### config.mk
export PLATFORM = sky130hd
export DESIGN_NAME = fetch_unit
export DESIGN_NICKNAME = d
export VERILOG_FILES = /design/src/rtl/fetch_pkg.sv /design/src/rtl/fetch_unit_pc_next_mux.sv /design/src/rtl/fetch_unit.sv
export SDC_FILE = /design/constraint.sdc
export NUM_CORES = 1
export LEC_CHECK = 0
export ABC_AREA = 1
export BUFFER_PORTS_ARGS = -buffer_cell sky130_fd_sc_hd__buf_2
export CAP_MARGIN = 10
export CELL_PAD_IN_SITES_DETAIL_PLACEMENT = 2
export CELL_PAD_IN_SITES_GLOBAL_PLACEMENT = 2
export CORE_MARGIN = 1.5
export CORE_UTILIZATION = 26
export DETAILED_ROUTE_END_ITERATION = 10
export GPL_TIMING_DRIVEN = 0
export PLACE_DENSITY = 0.87
export SYNTH_ARGS = -nofsm -noshare
export SYNTH_HDL_FRONTEND = slang
export SYNTH_SLANG_ARGS = --single-unit
### constraint.sdc
create_clock -name clk -period 1.7 [get_ports clk]
set_clock_uncertainty 0.2 [all_clocks]
set_input_delay 0.085 -clock clk [delete_from_list [all_inputs] [get_ports clk]]
set_output_delay 0.085 -clock clk [all_outputs]
set_load 0.01 [all_outputs]
### src/rtl/fetch_pkg.sv
// Shared types and constants for the instruction fetch stage.
package fetch_pkg;

   typedef enum logic [1:0] {
      IDLE,
      REQ,
      WAIT,
      HOLD
   } fetch_state_t;

   localparam logic [1:0]  PCSRC_PLUS4  = 2'b00;
   localparam logic [1:0]  PCSRC_TARGET = 2'b01;
   localparam logic [1:0]  PCSRC_ALU    = 2'b10;

   localparam logic [31:0] NOP_INSTR    = 32'h0000_0013;

endpackage

### src/rtl/fetch_unit_pc_next_mux.sv
// Redirect target selection with word alignment, plus the sequential PC+4 adder.
module pc_next_mux
   import fetch_pkg::*;
#(
   parameter int unsigned ADDR_WIDTH = 32
) (
   input  logic [1:0]            pc_src_i,
   input  logic [ADDR_WIDTH-1:0] pc_target_i,
   input  logic [ADDR_WIDTH-1:0] alu_result_i,
   input  logic [ADDR_WIDTH-1:0] seq_base_i,
   output logic                  redirect_o,
   output logic [ADDR_WIDTH-1:0] redirect_pc_o,
   output logic [ADDR_WIDTH-1:0] seq_pc_o
);

   logic [ADDR_WIDTH-1:0] raw_target;

   // PCSrc=11 is reserved and behaves exactly like "no redirect".
   always_comb begin
      redirect_o = 1'b0;
      raw_target = pc_target_i;
      case (pc_src_i)
         PCSRC_TARGET: begin
            redirect_o = 1'b1;
            raw_target = pc_target_i;
         end
         PCSRC_ALU: begin
            redirect_o = 1'b1;
            raw_target = alu_result_i;
         end
         PCSRC_PLUS4: redirect_o = 1'b0;
         default:     redirect_o = 1'b0;
      endcase
   end

   assign redirect_pc_o = {raw_target[ADDR_WIDTH-1:2], 2'b00};
   assign seq_pc_o      = seq_base_i + ADDR_WIDTH'(4);

endmodule

### src/rtl/fetch_unit.sv
// Instruction fetch stage: owns the PC, issues req/gnt/rvalid fetches, and hands
// each word to decode through a one-entry valid/ready register; kills wrong-path fetches.
module fetch_unit
   import fetch_pkg::*;
#(
   parameter int unsigned           DATA_WIDTH = 32,
   parameter int unsigned           ADDR_WIDTH = 32,
   parameter logic [ADDR_WIDTH-1:0] RESET_PC   = 32'hBFC0_0000
) (
   input  logic                  clk,
   input  logic                  rst_n,
   input  logic [1:0]            PCSrc,
   input  logic [ADDR_WIDTH-1:0] PCTarget,
   input  logic [ADDR_WIDTH-1:0] ALUResult,
   output logic                  imem_req,
   output logic [ADDR_WIDTH-1:0] imem_addr,
   input  logic                  imem_gnt,
   input  logic                  imem_rvalid,
   input  logic [DATA_WIDTH-1:0] imem_rdata,
   output logic                  instr_valid,
   input  logic                  instr_ready,
   output logic [DATA_WIDTH-1:0] Instr,
   output logic [ADDR_WIDTH-1:0] PC,
   output logic [ADDR_WIDTH-1:0] PCPlus4
);

   localparam logic [ADDR_WIDTH-1:0] RESET_PC_PLUS4 = RESET_PC + ADDR_WIDTH'(4);

   fetch_state_t          state_q, state_d;
   logic [ADDR_WIDTH-1:0] pc_q, pc_d;
   logic [ADDR_WIDTH-1:0] req_addr_q, req_addr_d;
   logic                  discard_q, discard_d;
   logic [DATA_WIDTH-1:0] instr_q, instr_d;
   logic [ADDR_WIDTH-1:0] pc_out_q, pc_out_d;
   logic [ADDR_WIDTH-1:0] pcplus4_q, pcplus4_d;
   logic                  valid_q, valid_d;

   logic                  redirect;
   logic [ADDR_WIDTH-1:0] redirect_pc;
   logic [ADDR_WIDTH-1:0] seq_pc;

   pc_next_mux #(
      .ADDR_WIDTH (ADDR_WIDTH)
   ) u_pc_next_mux (
      .pc_src_i      (PCSrc),
      .pc_target_i   (PCTarget),
      .alu_result_i  (ALUResult),
      .seq_base_i    (req_addr_q),
      .redirect_o    (redirect),
      .redirect_pc_o (redirect_pc),
      .seq_pc_o      (seq_pc)
   );

   always_comb begin
      state_d    = state_q;
      pc_d       = pc_q;
      req_addr_d = req_addr_q;
      discard_d  = discard_q;
      instr_d    = instr_q;
      pc_out_d   = pc_out_q;
      pcplus4_d  = pcplus4_q;
      valid_d    = valid_q;

      case (state_q)
         IDLE: state_d = REQ;
         REQ: begin
            if (redirect) discard_d = 1'b1;
            if (imem_gnt) state_d = WAIT;
         end
         WAIT: begin
            if (imem_rvalid) begin
               if (discard_q || redirect) begin
                  discard_d = 1'b0;
                  state_d   = REQ;
               end else begin
                  instr_d   = imem_rdata;
                  pc_out_d  = req_addr_q;
                  pcplus4_d = seq_pc;
                  valid_d   = 1'b1;
                  pc_d      = seq_pc;
                  state_d   = HOLD;
               end
            end else if (redirect) begin
               discard_d = 1'b1;
            end
         end
         HOLD: begin
            // A redirect kills the held word even if decode accepts it this cycle.
            if (redirect || instr_ready) begin
               valid_d = 1'b0;
               state_d = REQ;
            end
         end
         default: state_d = IDLE;
      endcase

      if (redirect) pc_d = redirect_pc;

      // Latch the request address on entry to REQ from the post-redirect PC.
      if ((state_d == REQ) && (state_q != REQ)) req_addr_d = pc_d;
   end

   always_ff @(posedge clk or negedge rst_n) begin
      if (!rst_n) begin
         state_q    <= IDLE;
         pc_q       <= RESET_PC;
         req_addr_q <= RESET_PC;
         discard_q  <= 1'b0;
         instr_q    <= DATA_WIDTH'(NOP_INSTR);
         pc_out_q   <= RESET_PC;
         pcplus4_q  <= RESET_PC_PLUS4;
         valid_q    <= 1'b0;
      end else begin
         state_q    <= state_d;
         pc_q       <= pc_d;
         req_addr_q <= req_addr_d;
         discard_q  <= discard_d;
         instr_q    <= instr_d;
         pc_out_q   <= pc_out_d;
         pcplus4_q  <= pcplus4_d;
         valid_q    <= valid_d;
      end
   end

   assign imem_req    = (state_q == REQ);
   assign imem_addr   = req_addr_q;
   assign instr_valid = valid_q;
   assign Instr       = instr_q;
   assign PC          = pc_out_q;
   assign PCPlus4     = pcplus4_q;

endmodule

==> impl_results.md <==
* Total Neg Setup Slack at -41.20 ns
* Measured slew at the worst slew-check pin at 0.896 ns
* Synth unique cells at 41
* # IOs at 233
* Syn nets at 1036
* Leak at 6.72 nW
* Vias in the first global route at 9701
* Initial Util at 26.3%
* Critical Path Max Stage Delay at 0.46 ns
* I/O Buffers at 228
* Final Critical Period at 2.28 ns
* YS warnings at 0
* Worst setup SP type: register
* Die area at 30000 um^2
* Clk sinks at 162
* Via Count at 9117
* DR pass1 iterations at 5
* Post-synthesis sequential area ratio at 54.4%
* Failing checks: negative hold slack, negative setup slack
* Yosys top cell area share at 40.5%
* Outcome: finished, violations left
* Largest net degree at the start of global routing at 101
* CTS Buf Count at 17
* # Max-Cap Violations at 0
* CP Class: reg -> reg
* Relative slew slack at 40.2%
* Nets@finish at 1495
* Multi-input logic area at 4070 um^2
* Antenna violations before repair at 0
* HPWL Detailed at 23600 um
* CP most frequent cell: nand2_1
* Die Width at 173 um
* Place WS at -0.697 ns
* Layout cells sized above 1 at 50.8%
* Syn avg cell area at 8.10 um^2
* Area post-placement at 9240 um^2
* Max H-tree Level at 4
* Cell area after layout at 13400 um^2
* Reg clk slew, reported paths at 0.08 ns
* CP bufs+invs at 1
* Crit path capture type: register
* Site Rows at 62
* Synth-to-layout area growth at 78.3%
* RSZ-0062 raised after global routing: yes
* Total power at 22.9 mW
* GRT Total Usage at 26.8%
* Final setup margin at -0.579 ns
* Final period util at 134%
* Core footprint at 28600 um^2
* WP data arrival at 2.46 ns
* Final setup viols at 162
* CP top delay family: simple AND/OR/NAND/NOR gates
* CTS tree: yes
* Fmax at 0.439 GHz
* Slowest CP cell: dfrtp_2
* First-pass GRT wire length at 60400 um
* Post-synth top cells: 450 x nand2_1, 122 x dfrtp_1, 60 x nor2_1
* Chip height at 173 um
* PwrDens at 1700 nW/um^2
* Initial DRC count at 609
* Final hold viol count at 48
* RePlAce Congestion at 0.853
* Worst Path Max Fanout at 4
* Synthesized area at 7540 um^2
* #FFs+latches synth at 162
* Most numerous cell in the Yosys netlist: nand2_1
* Post-route DRC at 0
* Post-route ant nets at 0
* Hold Path Class: in -> async
* Asr flop ratio synth at 100%
* Sequential Area at 4130 um^2
* Drt wl/cell at 27.7 um
* Filler cells at 2970
* Post-synth EDFFs at 0
* Worst-skew pair later-pin latency at 0.47 ns
* Yosys top cell by area: dfrtp_1
* Max-slew violations at 0
* N_diodes at 0
* WP data required at 1.88 ns
* Maximum clock path buffer count at 2
* Vias/cell at 5.10
* Remaining Overflow, GRT at 0
* Root Buffer Master: clkbuf_16
* Routed WL at 49500 um
* Synth Flop Type: dfrtp_1
* Top cells by area, synth: dfrtp_1 40%, nand2_1 22%, dfstp_2 14%
* Post-Syn Instances at 931
* Final Hold Slack at -0.0442 ns
* Peak VDD IR at 0.809 mV
* CP cell instances: nand2_2, nor2_4, nand2_2, nor2_4, buf_4, nand2_1, nand2_1, nand2_1, nand2_2, nand2_1, nand2_1, nand2_1, nand2_1, nand2_1
worst reg2reg max path: stages, from the launching register on:
cell and delay [ns]:
dfrtp_2 0.46, nand2_2 0.14, nor2_4 0.16, nand2_2 0.13
nor2_4 0.18, buf_4 0.16, nand2_1 0.07, nand2_1 0.07
nand2_1 0.06, nand2_2 0.08, nand2_1 0.07, nand2_1 0.08
nand2_1 0.12, nand2_1 0.13, nand2_1 0.08
where the power goes:
part           switching (mW)  internal (mW)  leakage (nW)
Sequential               1.54           5.59          1.95
Combinational            6.58           4.47          4.44
Clock                    1.93           2.78         0.333
registers in the layout, indices dropped and copies added (netlist names):
signal and flops:
Instr 32, PC 32, PCPlus4 30, discard_q 1
imem_addr 32, instr_valid 1, pc_q 32, state_q 2
kinds of logic after synthesis:
group / count (synthesis) / share of synthesized area [%]
AOI/OAI and AO/OA: 107 / 8.53
xor gates and xnor gates: 12 / 1.39
adders and majority gates: 2 / 0.332
buffers and inverters: 80 / 4.78
DFF: 162 / 54.4
and+or+nand+nor: 568 / 30.5
per-stage QoR:
stage                     utilization [%]  std cells
after floorplan                         -        931
after global placement               32.2       1543
after detailed placement             32.3       1544
after CTS                            41.4       1732
after global routing                 47.0       1787
final                                47.0       1787
final cells by class:
class / instances / area share, %
inverter: 34 / 1.19
timing repair inverter: 1 / 0.0651
clock buffer: 17 / 3.16
sequential: 162 / 30.7
tap: 384 / 3.57
clock inverter: 15 / 1.87
timing repair buffer: 441 / 25.4
buffer: 43 / 3.77
multi-input combinational: 690 / 30.3
path summary, 6_finish.rpt:
path                       cells after the start                        end  slack, ns                       from
setup / recovery                              14  imem_addr[29]$_DFFE_PN1P_      -0.58  imem_addr[10]$_DFFE_PN0P_
hold / removal                                 2       state_q[0]$_DFF_PN0_      -0.04                      rst_n
setup reg to reg                              14  imem_addr[29]$_DFFE_PN1P_      -0.58  imem_addr[10]$_DFFE_PN0P_
hold reg to reg                                2         PC[23]$_DFFE_PN1P_       0.27         PC[23]$_DFFE_PN1P_
max in group asynchronous                      3          PC[8]$_DFFE_PN0P_       0.25                      rst_n
min in group clk                               5         pc_q[10]$_DFF_PN0_       0.15                   PCSrc[1]
what timing repair did:
| item | CTS | global route |
|---|---|---|
| cloned | 3 | 12 |
| resized for setup | 153 | 268 |
| hold buffers | 99 | 0 |
| setup buffers | 55 | 50 |
| pin swaps | 23 | 53 |
| endpoints found under the hold margin | 221 | 0 |
| endpoints found under the setup margin | 158 | 157 |
layer usage:
layer	GRT usage, %	up-vias	part of all wire, %
met1	31.2	4672	38
met2	48.2	427	50
met4	9.89	0	5.7
met3	5.53	167	5.8
met5	0	-	0
li1	-	3851	-
layout by cell type, fill, tap and decap left out, drive strengths merged, types with 4 or more instances in the layout:
| cell type | instances |
|---|---|
| and3 | 4 |
| xnor2 | 4 |
| clkinv | 6 |
| dfrtp | 122 |
| nor2 | 70 |
| buf | 366 |
| dlygate4sd3 | 99 |
| a22oi | 6 |
| o21ai | 45 |
| a32oi | 4 |
| nand3 | 38 |
| bufinv | 6 |
| inv | 38 |
| dfstp | 40 |
| a21oi | 39 |
| nand2 | 454 |
| xor2 | 8 |
| a21boi | 8 |
| clkbuf | 34 |
Note: power is estimated with default switching activity, not from simulation.
